===== src/rtl/id_ex_pipeline_register.sv =====
// ID/EX pipeline register: captures decoded control, operands and specifiers,
// with hazard stall/flush and a saturating debug count of inserted bubbles.
module id_ex_pipeline_register #(
  parameter int unsigned DATA_WIDTH       = 32,
  parameter int unsigned REG_ADDR_WIDTH   = 5,
  parameter int unsigned BUBBLE_CNT_WIDTH = 16
) (
  input  logic                        clk,
  input  logic                        rst_n,
  input  logic                        stall,
  input  logic                        flush,
  input  logic                        id_valid,
  input  logic                        id_reg_write,
  input  logic                        id_mem_to_reg,
  input  logic                        id_mem_read,
  input  logic                        id_mem_write,
  input  logic                        id_branch,
  input  logic                        id_reg_dst,
  input  logic                        id_alu_src,
  input  logic [1:0]                  id_alu_op,
  input  logic [DATA_WIDTH-1:0]       id_pc_plus4,
  input  logic [DATA_WIDTH-1:0]       id_read_data1,
  input  logic [DATA_WIDTH-1:0]       id_read_data2,
  input  logic [DATA_WIDTH-1:0]       id_sign_ext_imm,
  input  logic [REG_ADDR_WIDTH-1:0]   id_rs,
  input  logic [REG_ADDR_WIDTH-1:0]   id_rt,
  input  logic [REG_ADDR_WIDTH-1:0]   id_rd,
  output logic                        ex_valid,
  output logic                        ex_reg_write,
  output logic                        ex_mem_to_reg,
  output logic                        ex_mem_read,
  output logic                        ex_mem_write,
  output logic                        ex_branch,
  output logic                        ex_reg_dst,
  output logic                        ex_alu_src,
  output logic [1:0]                  ex_alu_op,
  output logic [5:0]                  ex_funct,
  output logic [DATA_WIDTH-1:0]       ex_pc_plus4,
  output logic [DATA_WIDTH-1:0]       ex_read_data1,
  output logic [DATA_WIDTH-1:0]       ex_read_data2,
  output logic [DATA_WIDTH-1:0]       ex_sign_ext_imm,
  output logic [REG_ADDR_WIDTH-1:0]   ex_rs,
  output logic [REG_ADDR_WIDTH-1:0]   ex_rt,
  output logic [REG_ADDR_WIDTH-1:0]   ex_rd,
  output logic [BUBBLE_CNT_WIDTH-1:0] bubble_count
);

  localparam logic [BUBBLE_CNT_WIDTH-1:0] CNT_ONE = BUBBLE_CNT_WIDTH'(1);

  logic bubble_now;

  // A bubble enters EX on a flush, or on a normal load of a non-instruction.
  assign bubble_now = flush | (~stall & ~id_valid);

  always_ff @(posedge clk or negedge rst_n) begin
    if (!rst_n) begin
      ex_valid        <= 1'b0;
      ex_reg_write    <= 1'b0;
      ex_mem_to_reg   <= 1'b0;
      ex_mem_read     <= 1'b0;
      ex_mem_write    <= 1'b0;
      ex_branch       <= 1'b0;
      ex_reg_dst      <= 1'b0;
      ex_alu_src      <= 1'b0;
      ex_alu_op       <= '0;
      ex_funct        <= '0;
      ex_pc_plus4     <= '0;
      ex_read_data1   <= '0;
      ex_read_data2   <= '0;
      ex_sign_ext_imm <= '0;
      ex_rs           <= '0;
      ex_rt           <= '0;
      ex_rd           <= '0;
    end else if (flush) begin
      ex_valid        <= 1'b0;
      ex_reg_write    <= 1'b0;
      ex_mem_to_reg   <= 1'b0;
      ex_mem_read     <= 1'b0;
      ex_mem_write    <= 1'b0;
      ex_branch       <= 1'b0;
      ex_reg_dst      <= 1'b0;
      ex_alu_src      <= 1'b0;
      ex_alu_op       <= '0;
      ex_funct        <= '0;
      ex_pc_plus4     <= '0;
      ex_read_data1   <= '0;
      ex_read_data2   <= '0;
      ex_sign_ext_imm <= '0;
      ex_rs           <= '0;
      ex_rt           <= '0;
      ex_rd           <= '0;
    end else if (!stall) begin
      // Control is gated by id_valid; data fields load regardless.
      ex_valid        <= id_valid;
      ex_reg_write    <= id_valid & id_reg_write;
      ex_mem_to_reg   <= id_valid & id_mem_to_reg;
      ex_mem_read     <= id_valid & id_mem_read;
      ex_mem_write    <= id_valid & id_mem_write;
      ex_branch       <= id_valid & id_branch;
      ex_reg_dst      <= id_valid & id_reg_dst;
      ex_alu_src      <= id_valid & id_alu_src;
      ex_alu_op       <= id_valid ? id_alu_op : 2'b00;
      ex_funct        <= id_sign_ext_imm[5:0];
      ex_pc_plus4     <= id_pc_plus4;
      ex_read_data1   <= id_read_data1;
      ex_read_data2   <= id_read_data2;
      ex_sign_ext_imm <= id_sign_ext_imm;
      ex_rs           <= id_rs;
      ex_rt           <= id_rt;
      ex_rd           <= id_rd;
    end
  end

  always_ff @(posedge clk or negedge rst_n) begin
    if (!rst_n) begin
      bubble_count <= '0;
    end else if (bubble_now && (bubble_count != '1)) begin
      bubble_count <= bubble_count + CNT_ONE;
    end
  end

endmodule


===== config.mk =====
export PLATFORM = sky130hd
export DESIGN_NAME = id_ex_pipeline_register
export DESIGN_NICKNAME = d
export VERILOG_FILES = /design/src/rtl/id_ex_pipeline_register.sv
export SDC_FILE = /design/constraint.sdc
export NUM_CORES = 1
export LEC_CHECK = 0
export CAP_MARGIN = 20
export CORE_ASPECT_RATIO = 0.75
export CORE_MARGIN = 2
export CORE_UTILIZATION = 30
export DETAILED_ROUTE_END_ITERATION = 7
export DONT_BUFFER_PORTS = 1
export PLACE_DENSITY = 0.47
export SLEW_MARGIN = 10
export SYNTH_ARGS = -nofsm -noshare
export SYNTH_HDL_FRONTEND = slang
export SYNTH_SLANG_ARGS = --single-unit
export TNS_END_PERCENT = 10

===== constraint.sdc =====
create_clock -name clk -period 1.5 [get_ports clk]
set_input_delay 0.225 -clock clk [delete_from_list [all_inputs] [get_ports clk]]
set_output_delay 0.225 -clock clk [all_outputs]
set_load 0.05 [all_outputs]

**Word-level counts from Yosys, hierarchy flattened**

Index checks and enable logic that the tools add are counted.

- RAM bits: 0
- Register bits after elaboration: 175
- Memory bits (read-only): 0
- Memories: 0
- Logic and storage cells: 68
- Bits of input ports: 157
- Bits in latches: 0

- Shift operators: 0
- Div/mod/pow operators: 0
- Equality and inequality tests: 2
- Multipliers: 0
- Reductions and logical operators: 1
- Add/sub/neg operators: 1
- Magnitude comparators: 0
- Mux-type cells: 35
- Bitwise gates (word level): 11

Operators with widths:

| operator | count |
|---|---|
| 32-bit two-way mux | 8 |
| 5-bit two-way mux | 6 |
| 16-bit by 1-bit adder with 16-bit output (second input constant) | 1 |
| 1-bit two-way mux | 16 |
| 16-bit != test (second input constant) | 1 |
| 6-bit two-way mux | 2 |
| 1-bit bitwise AND | 8 |
| 2-bit two-way mux | 3 |
| 2-bit by 1-bit != test with 1-bit output (second input constant) | 1 |
| 1-bit inverter | 2 |
| 1-bit logical AND | 1 |
| 1-bit OR | 1 |

**Depth between registers and ports, before layout**

- Depth in word-level cells: 4
- Gate-level depth with buffers: 5

**Worst setup path before layout**

No wires, ideal clock.

- Path type: flip-flop to flip-flop
- Start point: register bubble_count[0]
- End point: register bubble_count[1]
- Clock period less this slack: 2.072 ns
- Cell stages (with the launch flop): 5
- Data arrival time: 1.945 ns
- Path slack: -0.572 ns
- Cell sequence: dfrtp_1 ha_1 nand3_1 o41ai_4 mux2_1

- Word-level cells in the longest chain between the ends: 2

RTL lines:

| what | RTL line | RTL |
|---|---|---|
| start: declaration | 45 | `output logic [BUBBLE_CNT_WIDTH-1:0] bubble_count` |
| start signal: assignment | 118 | `bubble_count <= bubble_count + CNT_ONE;` |
| branches (longest 2 deep; another with 16-bit by 1-bit adder with 16-bit output) | -- |  |

Parallel ways; which one is timed is not known.
A chain may end at the register's enable or synchronous reset.

**Final worst setup path**

- Start point: register bubble_count[1]
- End point: register bubble_count[14]

The elaborated chain is that of the path after synthesis.

==> run summary <==
The run finished, with violations left. The final reports fail on hold timing. The tools report the initial antenna violation count as 0.

For this block, the routed nets add up to 17600 um of wire. The tools report the worst-case headroom to the max-slew limit as 49.8%. The tools report the fraction of power consumed by sequential logic as 46.7%. The total overflow left after global routing is 0. The count of nets left with antenna violations once routing finished came out at 0. For the post-placement cell area, the log shows 7740 sq um. During I/O placement, the number of pins put on the boundary was 332. For this design, the slowest cell found on the critical path is dfrtp_2.

The number of enable-type register cells in the synthesized netlist works out to 0. For the initial core utilization, the log shows 30.3%. The first global-routing pass estimated 27600 um of wire. In this design, the largest share of critical-path delay is due to simple AND/OR/NAND/NOR gates. The clock net in this run drives a total of 169 sinks.

The tools report the overall fraction of global-route tracks in use as 14.4%. Across all layers, the routed design uses 4727 vias. The share of synthesized area in the top cell type comes to 60.9%. In the final routed layout, each cell accounts on average for 17.6 um. The number of slew-limit violations in the final report is 0, and the number of warnings reported in the yosys synthesis log is 0.

Averaged over all synthesized cells, the footprint is 12.0 sq um. Setup repair after global routing could not meet its margin everywhere. The endpoint kind of the worst setup timing path is a flip-flop.

The data required time at the worst endpoint came out at 1.83 ns. For the final weighted congestion in routability-driven placement, the log shows 0.800. The areal power density over the cells is 1370 nW/um^2, and the clock buffer count from CTS is 17. The async set-or-reset flop fraction in the synthesized netlist came out at 100%. Across the VDD grid, the largest voltage drop is 738 uV. Yosys mapped the design onto 32 distinct sky130hd cell types. After detailed routing, the number of remaining DRC violations is 0.

Data on the critical path arrives at its endpoint at 1.82 ns. The area of the die was 24400 sq um; the synthesized instance count was 579. For this run, the top clock speed supported by timing is 671 MHz. The area growth from synthesis to layout is 28.5%. The die is 180 um wide.

Traced cell by cell, the critical path runs through ha_4 -> and3_1 -> nand3_2 -> nor4_4 -> xor2_1. The finished cells cover 8920 sq um. For this run, the leading register cell type out of synthesis is dfrtp_1. The core region area was 22900 sq um. The clock network burns 35.9% of the power. In this run switching power makes up 33.1% of total power. Using the TritonRoute via totals, the vias-per-cell ratio works out to 4.72.

The type of the worst setup path is flip-flop to flip-flop. Of the available clock period, the critical path in the final layout requires 99.3%. dfrtp_1 takes more of the synthesized area than any other cell. The commonest cells after synthesis are 169 x dfrtp_1, 160 x nor2_1, 143 x mux2i_1, 18 x clkbuf_1, 17 x buf_2.

Entering global routing, the biggest net connects 170 pins. For the worst-skew pair later-pin latency, the log shows 0.42 ns. For the number of maximum-capacitance constraint violations, the log shows 0. In this run the number of H-tree levels came out at 4. First-pass detailed-route iteration total: 4.

The number of hold buffers added after CTS was 54. The final net count came out at 847. Clock-pin slew was measured on the worst setup and hold paths at 0.07 ns. Once the clock tree was built, the setup fixing pass inserted 0 buffers. The fraction of layout cells with a size suffix above 1 works out to 20.3%. The tools report the internal power contribution as 0.00820 W.

The final-layout worst hold slack is -0.506 ns. In this design, the stage delay of the slowest critical-path cell is 0.39 ns. Synthesis inferred 169 register bits.

Counting the fill cells in the layout gives 2227. The HPWL after detailed placement was 11600 um. Critical-path maximum fanout: 4. The run gives 2 as the buffer depth of the longest clock path.

The number of nets in the synthesized netlist is 737. Clock skew on the completed layout was measured at 0.00789 ns. For the leakage power of the design, the log shows 4.56 nW. Among all cell types in the netlist, the one instantiated most often is dfrtp_1. The tools report the buffer type at the clock tree root as clkbuf_16. The run gives 265 as the final hold violation count. The die height was 136 um.

The logs give 4938 for the number of global-route vias before repair and 0.00406 W for the net switching power of the design. Launching element type of the critical path: a flip-flop. After synthesis, flip-flops and latches occupy 60.9% of the total area. The number of buffers and inverters on the critical path came out at 0. TritonCTS built the clock tree. In this run the cell area of the synthesized design comes to 6940 sq um.

The largest registers in the layout are ex_pc_plus4 x32, ex_read_data1 x32, ex_read_data2 x32. By area the synthesized netlist is led by dfrtp_1 61%, mux2i_1 21%, nor2_1 8.7%. The detailed router finished its first iteration with 150 violations. The count of buffers from port buffering is 0.

Combinational logic burns 17.4% of the power. Adding up every negative setup slack in the final design gives 0 ns. The type of the tightest min-delay check was input pin to asynchronous set/reset pin. The floorplan has 48 rows. At the pin with the least slew margin, the transition time is 0.751 ns.

The final critical-path required period is 1.49 ns. The number of antenna cells inserted came out at 0. Setup violations remaining at the end of the flow were counted as 0.
[repair_timing]
item	4_1_cts	5_1_grt
pin swaps	0	1
resized for setup	2	13
endpoints found under the setup margin	1	15
endpoints found under the hold margin	322	268
[area by class of cell]
cell class                      count  area [sq um]  share of cell area (%)
Sequential cell                   169          4260                    47.7
Multi-Input combinational cell    368          2550                    28.7
Timing Repair Buffer              132          1140                    12.8
Clock buffer                       19           453                    5.08
Tap cell                          300           375                    4.21
Clock inverter                     12           134                    1.50
Inverter                            1          3.75                  0.0421
[path summary, 6_finish.rpt]
kind	slack, ns	startpoint	cells after the start	to
max	0.01	bubble_count[1]	5	bubble_count[14]
min	-0.51	rst_n	0	ex_read_data2[2]
max reg2reg	0.01	bubble_count[1]	5	bubble_count[14]
min reg2reg	0.59	bubble_count[5]	2	bubble_count[5]
max in group asynchronous	1.44	rst_n	0	bubble_count[15]
min in group clk	-0.13	flush	1	ex_alu_op[0]
[per-stage QoR]
step | instances | setup slack [ns] | utilization (%) | hold slack, ns | total power (W)
floorplan | 579 | -0.218 | - | -0.0706 | 0.00728
finish | 1001 | 0.0103 | 39.0 | -0.506 | 0.0123
global route | 1001 | -0.0860 | 39.0 | -0.545 | 0.0128
global placement | 916 | 0.0174 | 33.8 | -0.0656 | 0.00778
CTS | 1001 | 0.00194 | 38.8 | -0.536 | 0.0124
detailed placement | 916 | -0.0458 | 33.8 | -0.0672 | 0.00784
[power by group through the flow]
stage | sequential, W | clock, W | combinational [W]
after floorplan | 0.00651 | 0 | 0.000766
after global placement | 0.00580 | 0 | 0.00198
after CTS | 0.00572 | 0.00458 | 0.00215
final | 0.00572 | 0.00440 | 0.00214
after global routing | 0.00576 | 0.00476 | 0.00229
after detailed placement | 0.00580 | 0 | 0.00203
[cell usage in the layout, fill, tap and decap left out, types with 2 or more instances in the layout]
cell type / Yosys / layout
nor2_1: 160 / 160
dfrtp_1: 169 / 148
mux2i_1: 143 / 141
buf_4: 6 / 74
dlygate4sd3_1: 0 / 54
dfrtp_2: 0 / 21
clkbuf_16: 0 / 17
nand2_1: 10 / 10
xor2_1: 9 / 9
a22oi_1: 8 / 8
nand3_1: 6 / 5
clkinv_4: 0 / 5
xnor2_1: 4 / 4
nor3_1: 4 / 4
buf_6: 0 / 4
nand4_1: 3 / 3
inv_8: 0 / 3
inv_6: 0 / 3
mux2i_2: 0 / 2
a21oi_1: 2 / 2
and3_1: 2 / 2
nand4_2: 2 / 2
clkbuf_8: 0 / 2
[per-layer routing]
metal  track usage, %  routed length, um
met5                0                  0
met4             5.19                231
met3             5.19               1380
met2             23.4               8660
met1             17.6               7380
[cells by family after synthesis]
group / share of synthesized area (%)
buf+inv: 2.90
xor+xnor: 1.64
flops: 60.9
mux: 20.9
compound gates: 2.00
fa+ha+maj: 0.180
simple gates: 11.4
No activity file was read; power rests on OpenSTA's default activity.
